## src/rtl/modport_bridge_pkg.sv

```systemverilog
// Shared types and constants for the AHB-to-APB bridge: FSM states, AHB
// transfer encodings, the bridge address window and the APB slave map.
package modport_bridge_pkg;

  typedef enum logic [2:0] {
    ST_IDLE,
    ST_WWAIT,
    ST_READ,
    ST_WRITE,
    ST_WRITEP,
    ST_RENABLE,
    ST_WENABLE,
    ST_WENABLEP
  } state_e;

  localparam logic [1:0] HTRANS_IDLE   = 2'd0;
  localparam logic [1:0] HTRANS_BUSY   = 2'd1;
  localparam logic [1:0] HTRANS_NONSEQ = 2'd2;
  localparam logic [1:0] HTRANS_SEQ    = 2'd3;

  localparam logic [1:0] HRESP_OKAY = 2'b00;

  localparam logic [31:0] ADDR_LO   = 32'h8000_0000;
  localparam logic [31:0] ADDR_HI   = 32'h8BFF_FFFF;
  localparam logic [31:0] SLV0_BASE = 32'h8000_0000;
  localparam logic [31:0] SLV1_BASE = 32'h8400_0000;
  localparam logic [31:0] SLV2_BASE = 32'h8800_0000;

  // One address stage of the AHB pipeline.
  typedef struct packed {
    logic [31:0] addr;
    logic        write;
  } stage_t;

  // Only addresses inside the bridge window ever reach this decoder.
  function automatic logic [2:0] decode_sel(input logic [31:0] addr);
    logic [2:0] sel;
    sel = 3'b000;
    if (addr >= SLV2_BASE)      sel = 3'b100;
    else if (addr >= SLV1_BASE) sel = 3'b010;
    else if (addr >= SLV0_BASE) sel = 3'b001;
    return sel;
  endfunction

endpackage

```

## src/rtl/modport_bridge_ahb_slave_if.sv

```systemverilog
// AHB slave side of the bridge: transfer validity, the two-stage address
// pipeline (current and pending), write-data capture and slave decode.
module ahb_slave_if
  import modport_bridge_pkg::*;
(
  input  logic        clock,
  input  logic        Hresetn,
  input  logic [1:0]  Htrans,
  input  logic        Hwrite,
  input  logic        Hreadyin,
  input  logic [31:0] Haddr,
  input  logic [31:0] Hwdata,
  input  logic        load_cur_i,
  input  logic        load_pend_i,
  input  logic        promote_i,
  input  logic        wdata_en_i,
  output logic        valid_o,
  output stage_t      cur_o,
  output logic        pend_write_o,
  output logic [31:0] wdata_o,
  output logic [2:0]  sel_o
);

  stage_t      cur_q,   cur_d;
  stage_t      pend_q,  pend_d;
  logic [31:0] wdata_q, wdata_d;
  stage_t      incoming;

  assign valid_o = Hreadyin
                && (Htrans == HTRANS_NONSEQ || Htrans == HTRANS_SEQ)
                && (Haddr >= ADDR_LO) && (Haddr <= ADDR_HI);

  assign incoming = '{addr: Haddr, write: Hwrite};

  // NOTE: every signal driven from always_comb gets a default first so no latch is inferred.
  always_comb begin
    cur_d   = cur_q;
    pend_d  = pend_q;
    wdata_d = wdata_q;
    // Promotion wins: in WENABLEP the pending stage moves up while a new
    // transfer may refill the pending slot in the same edge.
    if (promote_i)       cur_d = pend_q;
    else if (load_cur_i) cur_d = incoming;
    if (load_pend_i)     pend_d = incoming;
    if (wdata_en_i)      wdata_d = Hwdata;
  end

  // NOTE: pipeline registers are reset so an aborted transfer leaves no trace
  // behind, and state is updated with non-blocking assignments only.
  always_ff @(posedge clock or negedge Hresetn) begin
    if (!Hresetn) begin
      cur_q   <= '0;
      pend_q  <= '0;
      wdata_q <= '0;
    end else begin
      cur_q   <= cur_d;
      pend_q  <= pend_d;
      wdata_q <= wdata_d;
    end
  end

  assign cur_o        = cur_q;
  assign pend_write_o = pend_q.write;
  assign wdata_o      = wdata_q;
  assign sel_o        = decode_sel(cur_q.addr);

endmodule

```

## src/rtl/modport_bridge.sv

```systemverilog
// AHB-to-APB bridge top: bridge FSM and APB drive around the AHB slave
// interface. Every APB access is a fixed two-cycle setup/enable pair.
module modport_bridge
  import modport_bridge_pkg::*;
(
  input  logic        clock,
  input  logic        Hresetn,
  input  logic [1:0]  Htrans,
  input  logic        Hwrite,
  input  logic        Hreadyin,
  input  logic [31:0] Haddr,
  input  logic [31:0] Hwdata,
  input  logic [2:0]  Hsize,
  input  logic [2:0]  Hbrust,
  output logic        Hreadyout,
  output logic [1:0]  Hresp,
  output logic [31:0] Hrdata,
  input  logic [31:0] Prdata,
  output logic [2:0]  Pselx,
  output logic        Penable,
  output logic        Pwrite,
  output logic [31:0] Paddr,
  output logic [31:0] Pwdata
);

  state_e      state_q, state_d;
  logic        valid;
  stage_t      cur;
  logic        pend_write;
  logic [31:0] wdata;
  logic [2:0]  sel;
  logic        load_cur, load_pend, promote, wdata_en;
  logic        unused_ok;

  assign unused_ok = ^{Hsize, Hbrust};

  ahb_slave_if u_ahb_if (
    .clock        (clock),
    .Hresetn      (Hresetn),
    .Htrans       (Htrans),
    .Hwrite       (Hwrite),
    .Hreadyin     (Hreadyin),
    .Haddr        (Haddr),
    .Hwdata       (Hwdata),
    .load_cur_i   (load_cur),
    .load_pend_i  (load_pend),
    .promote_i    (promote),
    .wdata_en_i   (wdata_en),
    .valid_o      (valid),
    .cur_o        (cur),
    .pend_write_o (pend_write),
    .wdata_o      (wdata),
    .sel_o        (sel)
  );

  always_ff @(posedge clock or negedge Hresetn) begin
    if (!Hresetn) state_q <= ST_IDLE;
    else          state_q <= state_d;
  end

  // Transfers are only accepted in states that drive Hreadyout high.
  always_comb begin
    state_d   = state_q;
    Hreadyout = 1'b1;
    load_cur  = 1'b0;
    load_pend = 1'b0;
    promote   = 1'b0;
    wdata_en  = 1'b0;
    unique case (state_q)
      ST_IDLE, ST_RENABLE, ST_WENABLE: begin
        load_cur = valid;
        if (valid) state_d = Hwrite ? ST_WWAIT : ST_READ;
        else       state_d = ST_IDLE;
      end
      ST_WWAIT: begin
        wdata_en  = 1'b1;
        load_pend = valid;
        state_d   = valid ? ST_WRITEP : ST_WRITE;
      end
      ST_READ: begin
        Hreadyout = 1'b0;
        state_d   = ST_RENABLE;
      end
      ST_WRITE: begin
        Hreadyout = 1'b0;
        state_d   = ST_WENABLE;
      end
      ST_WRITEP: begin
        Hreadyout = 1'b0;
        state_d   = ST_WENABLEP;
      end
      ST_WENABLEP: begin
        promote = 1'b1;
        if (pend_write) begin
          wdata_en  = 1'b1;
          load_pend = valid;
          state_d   = valid ? ST_WRITEP : ST_WRITE;
        end else begin
          Hreadyout = 1'b0;
          state_d   = ST_READ;
        end
      end
      default: state_d = ST_IDLE;
    endcase
  end

  always_comb begin
    Pselx   = 3'b000;
    Penable = 1'b0;
    Pwrite  = 1'b0;
    Paddr   = '0;
    Pwdata  = '0;
    Hrdata  = '0;
    unique case (state_q)
      ST_READ, ST_WRITE, ST_WRITEP,
      ST_RENABLE, ST_WENABLE, ST_WENABLEP: begin
        Pselx   = sel;
        Paddr   = cur.addr;
        Pwrite  = cur.write;
        Pwdata  = wdata;
        Penable = (state_q == ST_RENABLE) || (state_q == ST_WENABLE)
               || (state_q == ST_WENABLEP);
        if (state_q == ST_RENABLE) Hrdata = Prdata;
      end
      default: ;
    endcase
  end

  assign Hresp = HRESP_OKAY;

endmodule

```

## config.mk

```make
export PLATFORM = sky130hd
export DESIGN_NAME = modport_bridge
export DESIGN_NICKNAME = d
export VERILOG_FILES = /design/src/rtl/modport_bridge_pkg.sv /design/src/rtl/modport_bridge_ahb_slave_if.sv /design/src/rtl/modport_bridge.sv
export SDC_FILE = /design/constraint.sdc
export NUM_CORES = 1
export LEC_CHECK = 0
export ABC_AREA = 1
export CAP_MARGIN = 20
export CORE_AREA = 2 2 133 122
export DETAILED_ROUTE_END_ITERATION = 8
export DIE_AREA = 0 0 135 124
export GPL_TIMING_DRIVEN = 0
export HOLD_SLACK_MARGIN = 0.12
export PLACE_DENSITY = 0.78
export SLEW_MARGIN = 10
export SYNTH_ARGS = -nofsm -noshare
export SYNTH_HDL_FRONTEND = slang
export SYNTH_SLANG_ARGS = --single-unit
```

## constraint.sdc

```tcl
create_clock -name clock -period 2.6 [get_ports clock]
set_input_delay 0.26 -clock clock [delete_from_list [all_inputs] [get_ports clock]]
set_output_delay 0.26 -clock clock [all_outputs]
set_load 0.005 [all_outputs]
```

Word level (Yosys, flattened, before mapping)
Cells that the tools add are included.
Storage, ports and cells
  register bits after elaboration: 101
  bits in latches: 0
  RAM bits: 0
  memory bits (read-only): 0
  input port bits: 108
  output and inout port bits: 104
  word-level logic and storage cells: 55
  memories kept: 0
Operators by class
  add/subtract/negate cells: 0
  $mul: 0
  div/mod/pow operators: 0
  $lt $le $gt $ge: 5
  eq/ne operators: 9
  shift-type cells: 0
  mux-type cells: 24
  bitwise gates (word level): 0
  reduce and logical (&&, ||, !) cells: 11
Operators by type and width (count)
  32-bit greater-or-equal comparator, second input constant: 4
  32-bit two-way mux: 4
  33-bit two-way mux: 2
  32-bit less-or-equal comparator, second input constant: 1
  3-bit case mux with 6 select lines: 1
  3-bit two-way mux: 5
  3-bit equality test, second input constant: 4
  1-bit two-way mux: 7
  3-bit by 2-bit equality test with 1-bit output, second input constant: 2
  1-bit case mux with 2 select lines: 3
  3-bit OR reduction: 2
  6-bit OR reduction: 1
  2-bit equality test, second input constant: 2
  2-bit two-way mux: 2
  3-bit by 1-bit equality test with 1-bit output, second input constant: 1
  1-bit logical AND: 3
  3-bit zero test: 1
  1-bit logical OR: 3
  2-bit nonzero test: 1

Longest topological paths before layout
Gate-level depths: netlist of run 1.
  depth after elaboration: 8
  mapped depth: 9
  depth with buffers taken out: 8

Modules after synthesis
Synthesis of run 1 repeated with hierarchy kept, for this count alone.
Second synthesis, totals
  cell total of the unflattened synthesis: 671
  area, all modules: 5531.6 sq um
By module, submodules not included
  ahb_slave_if: times used 1, cells an instance 406, area an instance 4351.7 sq um, seq. area each 2452.4 sq um
  modport_bridge: times used 1, cells an instance 265, area an instance 1179.9 sq um, seq. area each 75.1 sq um

Least setup slack after synthesis of run 1
No wires, ideal clock.
  path type: register to output
  from: reg state_q[1]
  to: out Paddr[10]
  arrival: 1172 ps
  required time: 2340 ps
  path slack: 1168 ps
  stages on the path, launching flop included: 5
  buffers on the path: 2
  cells stage by stage: dfrtp_1 > nor2_1 > buf_2 > buf_1 > nor2_1
On the way
  cells in the longest elaborated chain, start to end: 3
  elaborated cells between the ends (all ways): 8
  classes of those cells: eq/ne: 6; mux: 1; reduce/logical: 1
Ends and longest elaborated chain
  start, declared: line modport_bridge.sv:26  | state_e state_q, state_d;
  start signal, assigned: line modport_bridge.sv:58  | else state_q <= state_d;
  3-bit equality test or 3-bit by 2-bit equality test with 1-bit output (tied branches): line modport_bridge.sv:114  | unique case (state_q)
  6-bit OR reduction *: line modport_bridge.sv:114
  32-bit two-way mux *: line modport_bridge.sv:114
  end, declared: line modport_bridge.sv:22  | output logic [31:0] Paddr,
Mark *: on every way between the ends. The rest lies on a longest branch, timed or not.

Worst setup path after layout of run 1
  from: reg state_q[1]
  to: out Paddr[22]
The elaborated chain is that of the path after synthesis.

==> results of run 1 <==
==> report_power, final <==
| part | total (W) | internal, W | switching [W] |
|---|---|---|---|
| clock network | 0.00155 | 0.000967 | 0.000583 |
| registers | 0.00241 | 0.00214 | 0.000272 |
| logic | 0.00376 | 0.00184 | 0.00192 |
| total | 0.00772 | 0.00495 | 0.00277 |
==> repair_timing <==
action,in CTS,in global routing
hold endpoints to repair,46,0
setup endpoints to repair,30,24
pin swaps,0,0
hold buffers,1,0
gates resized for setup,2,4
==> cells by family (layout without fill, tap and decap cells) <==
family                 Yosys count  in the layout
AO/OA/AOI/OAI                   95             95
buffers and inverters          182            402
flip-flops                     101            101
other                            1              2
AND/OR/NAND/NOR                337            337
==> metrics by stage <==
stage | setup slack (ps) | util (%)
final | 189 | 51.9
after detailed placement | 263 | 49.6
after CTS | 26.8 | 51.9
after global routing | 40.0 | 51.9
after floorplan | 1170 | -
after global placement | -2640 | 49.4
==> layout by cell type (no fill, tap or decap) <==
master / count
buf_16: 1
clkbuf_1: 11
nor2_8: 1
clkdlybuf4s50_1: 201
bufinv_16: 3
o21ai_0: 33
nor2_1: 109
nand2_1: 177
inv_1: 140
dlygate4sd3_1: 1
clkbuf_2: 3
nor3_1: 2
o21ai_2: 28
a21oi_1: 3
clkinv_2: 1
nand3_1: 42
buf_1: 1
nand2_4: 3
clkbuf_8: 1
o21ai_1: 31
nor2_2: 1
buf_6: 11
dfrtp_1: 101
clkbuf_16: 9
inv_2: 2
buf_2: 12
conb_1: 2
buf_4: 5
nand2_2: 2
==> worst paths after layout <==
path,to,slack [ps],depth (start not counted)
setup / recovery,Paddr[22],190,5
hold / removal,u_ahb_if.wdata_o[27],420,2
setup reg to reg,u_ahb_if.cur_o[19],1000,6
hold reg to reg,u_ahb_if.pend_q[32],470,2
max in group asynchronous,u_ahb_if.cur_o[26],1550,3
min in group clock,u_ahb_if.wdata_o[9],450,3
==> cell type report <==
class	instances	area share, %
buffer	40	3.31
sequential	101	31.9
inverter	142	6.72
clock buffer	12	3.11
tap	202	3.19
clock inverter	4	1.20
multi-input combinational	434	24.6
timing repair buffer	204	26.0
==> Yosys cell counts (all sizes together) <==
library cell	n
a21oi	3
conb	1
nand3	42
buf	30
nor3	2
dfrtp	101
inv	142
nor2	111
clkbuf	10
nand2	182
o21ai	92
==> routing by layer <==
metal  up-vias  GRT usage [%]  share of wire (%)
met4         0           6.38                1.4
met5         -              0                  0
li1       2562              -                  -
met3        12           4.07                6.3
met2       155           32.0                 49
met1      2274           21.8                 43
==> flip-flops by register name, summed over array words and instances (netlist names) <==
signal / cells
u_ahb_if.pend_q: 32
u_ahb_if.cur_o: 33
u_ahb_if.pend_write_o: 1
state_q: 3
u_ahb_if.wdata_o: 32
==> results by group, run 1 <==
Logic synthesis
  – Synth top area cells: dfrtp_1, nand2_1, inv_1
  – Compound-cell area share of the yosys netlist: 11.0%
  – Synthesized area per cell: 7.36 um2
  – Post-Syn Area: 5270 um2
  – Synth Area in Adders: 0%
  – Xor-xnor portion of the synthesized cell area: 0%
  – Top-area cell type share of the netlist area: 48.0%
  – Mux cell area share after synthesis: 0%
  – Post-synthesis simple-gate area fraction: 25.9%
  – Cell count after synthesis: 716
  – Main combinational cell family by area after synthesis: simple AND/OR/NAND/NOR gates
  – Seq/Total Area, Yosys: 48.0%
  – Yosys cell types: 21
  – Cell taking the most area after synthesis: dfrtp_1
  – Yosys reg bits: 101
  – Number of synthesis warnings: 0

Finish
  – ANT cells: 0
  – Final Cell Area: 7930 um2
  – Fill count: 1491
  – Layout cells sized above 1: 8.86%
  – Post-Layout Cell Count: 1139
  – FF/Latch Area: 2530 um2
  – Multi-input logic area: 1950 um2
  – Final nets: 1040
  – Area grow syn2layout: 50.6%

Global route
  – Remaining global-route overflow: 0
  – Initial antenna violation count: 0
  – Largest net degree at the start of global routing: 56
  – GR Util All Layers: 18.1%
  – Number of global-route vias before repair: 4781
  – First-pass GRT wire length: 23600 um

Floorplan
  – Full die area: 16700 um2
  – Die X-Extent: 135 um
  – Core Rows: 43
  – I/O pin count: 212
  – Die Y: 124 um
  – Initial core utilization: 34.5%
  – Core ar.: 15300 um2

STA
  – Relative slew slack: 65.1%
  – Final period utilization: 92.7%
  – Fmax achieved: 415 MHz
  – Setup TNS: 0 ps
  – Worst clock skew: 6.73 ps
  – Fin. Hold Viols: 0
  – Least-Margin Pin Slew: 523 ps
  – Fin. max-slew vios: 0
  – RSZ-0062 raised after global routing: no
  – Setup violators final: 0
  – Hold Worst Slack: 423 ps
  – Period minus WS final: 2410 ps

Power and ir drop
  – PwrDens: 974 nW/um2
  – Peak supply drop: 422 uV
  – Pwr Total: 0.00772 W
  – LEAKAGE: 3.95 nW

Clock tree
  – Worst-Skew Late Latency: 340 ps
  – Clk sinks: 101
  – Root cell of the clock tree: clkbuf_16
  – # Post-CTS Setup Buffers: 0
  – Clk buf depth: 2
  – H-tree levels: 3
  – Clock-pin slew on the worst setup and hold paths: 70 ps
  – CTS tree: done
  – CTS Buf Count: 9

Status
  – Status: finished, final reports clean

Critical path
  – Crit-path leading delay family: buffers and inverters
  – Worst r2r src: state_q[2]
  – Kind of critical path: flip-flop to output port
  – Crit path top cell by count: nor2_1
  – Required @ worst endpoint: 2340 ps
  – Critical path arrival: 2150 ps
  – CP Max Fanout: 10
  – Worst path slowest cell: dfrtp_1
  – Critical Path Max Stage Delay: 460 ps
  – Crit-path cells: nor2_1 > buf_4 > clkbuf_2 > nor2_1 > clkdlybuf4s50_1
  – Setup crit end kind: output port
  – Setup crit start: state_q[1]
  – Worst Path Buf+Inv: 3
  – Setup crit start kind: flip-flop

Detailed routing
  – Detailed-route via count: 5003
  – Vias per cell: 4.39
  – DRT antenna net count: 0
  – Initial DRT Pass Iterations: 4
  – Routed wire per std cell: 12.9 um
  – Drt drc: 0
  – Post-Route WL: 14700 um
  – Iter 0 DRT Violations: 239

Placement
  – Final GP Congestion: 0.818
  – I/O Buffers: 202
  – Post-DP Area: 7570 um2
  – Placed cells: 1122
  – Final HPWL DP: 11100 um

Flow run
  – Max-Cap Viols: 0

Min path
  – Worst Hold Class: input port to async pin
Note: power is estimated with default switching activity, not from simulation.
==> run 2, diff against run 1 <==
Settings changed: CTS_CLUSTER_SIZE from default to 30.
==> results of run 2 <==
Final layout, timing and power as in run 1 (identical DEF).
==> run 3, diff against run 2 <==
Settings changed: CORE_AREA 2 2 133 122 to 2 2 136 125, DIE_AREA 0 0 135 124 to 0 0 138 127, PLACE_DENSITY 0.78 to 0.77, SYNTH_HIERARCHICAL from default to 1.
==> run 3 against run 2 <==
Area after synthesis up 5.0%. Clock power down 19%. First-iteration DRC count down 3.8%. Register-to-register slack worse by 260 ps. Largest power group unchanged. Final cell count down 3.5%. Via count down 2.9%. Die area up 4.7%. Total power up 9.4%.
==> results by group, run 3 <==
Logic synthesis
  – Cell taking the most area after synthesis: dfrtp_1
  – Number of synthesis warnings: 6 (+6)
  – Top FF cell, synth: dfrtp_1
  – Post-Syn Area: 5530 um2 (+5.0%)
  – Synth top area cells: dfrtp_1, inv_1, nor2_1
  – Top-area cell type share of the netlist area: 45.7% (-2.3 points)
  – Yosys cell types: 26 (+24%)
  – Commonest cells in the netlist: inv_1, nor2_1, dfrtp_1, nand2_1, o21ai_1
  – Top-count cell post-synth: inv_1
  – Post-synth EDFFs: 0 (unchanged)
  – Async S/R FF share, synth: 100% (unchanged)
  – Seq/Total Area, Yosys: 45.7% (-2.3 points)
  – Synthesized area per cell: 8.24 um2 (+12%)
  – Cell count after synthesis: 671 (-6.3%)
  – Yosys reg bits: 101 (unchanged)

Clock tree
  – Root cell of the clock tree: clkbuf_16
  – CTS tree: done
  – # Post-CTS Setup Buffers: 0 (unchanged)
  – CTS Buf Count: 9 (unchanged)
  – Worst-Skew Late Latency: 350 ps (about the same)
  – Cts repair resizes: 0 (-2)
  – Clk buf depth: 2 (unchanged)
  – Clock-pin slew on the worst setup and hold paths: 70 ps (about the same)
  – Clk sinks: 101 (unchanged)
  – CTS Hold Bufs: 1 (unchanged)
  – H-tree levels: 3 (unchanged)

STA
  – Setup TNS: 0 ps (unchanged)
  – Final period utilization: 85.7% (-7.1 points)
  – Period minus WS final: 2230 ps (-184 ps)
  – Fmax achieved: 449 MHz (+8.2%)
  – Setup violators final: 0 (unchanged)
  – Fin. max-slew vios: 0 (unchanged)
  – Fin. Hold Viols: 0 (unchanged)
  – RSZ-0062 raised after global routing: no
  – Worst clock skew: 5.02 ps (-1.71 ps)

Finish
  – Final nets: 995 (-4.3%)
  – ANT cells: 0 (unchanged)
  – Layout cells sized above 1: 13.6% (+4.7 points)
  – Area grow syn2layout: 46.8%
  – Post-Layout Cell Count: 1099 (-3.5%)
  – Most common cell after layout, fill and taps aside: clkdlybuf4s50_1
  – Most frequent cells in the layout: clkdlybuf4s50_1, inv_1, nor2_1
  – Max FFs per register: 33 (unchanged)

Global route
  – Number of global-route vias before repair: 4685 (-2.0%)
  – GR Util All Layers: 17.2% (-0.93 points)
  – First-pass GRT wire length: 24000 um (+1.7%)
  – Remaining global-route overflow: 0 (unchanged)
  – Largest net degree at the start of global routing: 89 (+59%)
  – Initial antenna violation count: 0 (unchanged)

Placement
  – Final GP Congestion: 0.778 (-5.0%)
  – Placed cells: 1082 (-3.6%)
  – Final HPWL DP: 11200 um (+1.0%)
  – I/O Buffers: 202 (unchanged)

Flow run
  – Max-Cap Viols: 0 (unchanged)

Detailed routing
  – Detailed-route via count: 4859 (-2.9%)
  – Vias per cell: 4.42 (+0.66%)
  – Routed wire per std cell: 13.7 um (+6.2%)
  – Initial DRT Pass Iterations: 5 (+1)
  – DRT antenna net count: 0 (unchanged)
  – Iter 0 DRT Violations: 230 (-3.8%)
  – Drt drc: 0 (unchanged)
  – Post-Route WL: 15000 um (+2.5%)

Critical path
  – Required @ worst endpoint: 2340 ps (about the same)
  – Critical path arrival: 1970 ps (-180 ps)
  – Setup crit start kind: flip-flop
  – Setup crit end kind: output port
  – Kind of critical path: flip-flop to output port
  – CP Max Fanout: 10 (unchanged)

Floorplan
  – Core Rows: 44 (+2.3%)
  – Core ar.: 16000 um2 (+4.5%)
  – Die Y: 127 um (+2.4%)
  – I/O pin count: 212 (unchanged)
  – Full die area: 17500 um2 (+4.7%)
  – Initial core utilization: 34.6% (+0.18 points)
  – Die X-Extent: 138 um (+2.2%)

Power and ir drop
  – PwrDens: 1040 nW/um2 (+6.9%)
  – LEAKAGE: 4.02 nW (+1.8%)
  – Pwr Total: 0.00845 W (+9.4%)
  – Peak supply drop: 466 uV (+10%)

Status
  – Status: finished, final reports clean

Min path
  – Worst Hold Class: input port to async pin
## run 3: worst paths after layout
check | from | depth (start not counted) | endpoint | slack (ps)
max in group asynchronous | Hresetn | 3 | u_ahb_if/wdata_o[2] | 1640
hold / removal | Hresetn | 2 | u_ahb_if/cur_o[20] | 290
setup / recovery | state_q[1] | 6 | Hrdata[14] | 370
hold reg to reg | u_ahb_if/wdata_o[0] | 1 | u_ahb_if/wdata_o[0] | 490
setup reg to reg | state_q[1] | 9 | u_ahb_if/pend_q[31] | 740
min in group clock | u_ahb_if/wdata_o[0] | 1 | u_ahb_if/wdata_o[0] | 490
## run 3: per-layer routing
| layer | GRT usage (%) | up-vias | routed length (um) |
|---|---|---|---|
| met5 | 0 | - | 0 |
| met4 | 5.28 | 0 | 216 |
| met3 | 4.42 | 15 | 980 |
| met2 | 29.7 | 180 | 7260 |
| met1 | 21.3 | 2233 | 6580 |
| li1 | - | 2431 | - |
## run 3: cells by family (layout without fill, tap and decap cells)
logic type,Yosys count,after routing,synth area share [%]
simple gates,279,279,23.5
buf+inv,189,409,15.9
flops,101,101,45.7
compound gates,69,69,6.27
mux,32,32,8.55
other cells,1,2,0.0678
## run 3: layout make-up
| cell class | instances | area [um2] |
|---|---|---|
| repair buffers | 204 | 2060 |
| well taps | 207 | 259 |
| fillers | 1503 | 7840 |
| inverters | 150 | 563 |
| clock buffers | 11 | 233 |
| flip-flops and latches | 101 | 2530 |
| clock inverters | 5 | 35.0 |
| plain buffers | 39 | 319 |
| multi-input cells | 382 | 2130 |
## run 3: worst max-delay path: stages (launching register included)
cell and delay, ps:
dfrtp_1 370, buf_6 140, inv_1 90, nand3_4 140
buf_6 180, nor2_1 170, clkdlybuf4s50_1 540
## run 3: stage by stage
step	util, %	cell area, um2	hold slack, ps	worst slack (ps)
3_5_place_dp	49.1	7850	93.2	119
2_1_floorplan	-	5540	-35.6	1040
3_3_place_gp	49.0	7820	468	-2670
6_report	50.9	8120	293	373
4_1_cts	50.9	8120	287	329
5_1_grt	50.9	8120	300	263
## run 3: power by group
part | switching [W] | total, W | leakage, nW | internal (W)
clock | 0.000603 | 0.00126 | 0.130 | 0.000652
sequential | 0.000288 | 0.00248 | 1.04 | 0.00219
combinational | 0.00201 | 0.00472 | 2.85 | 0.00271
total | 0.00290 | 0.00845 | 4.02 | 0.00555
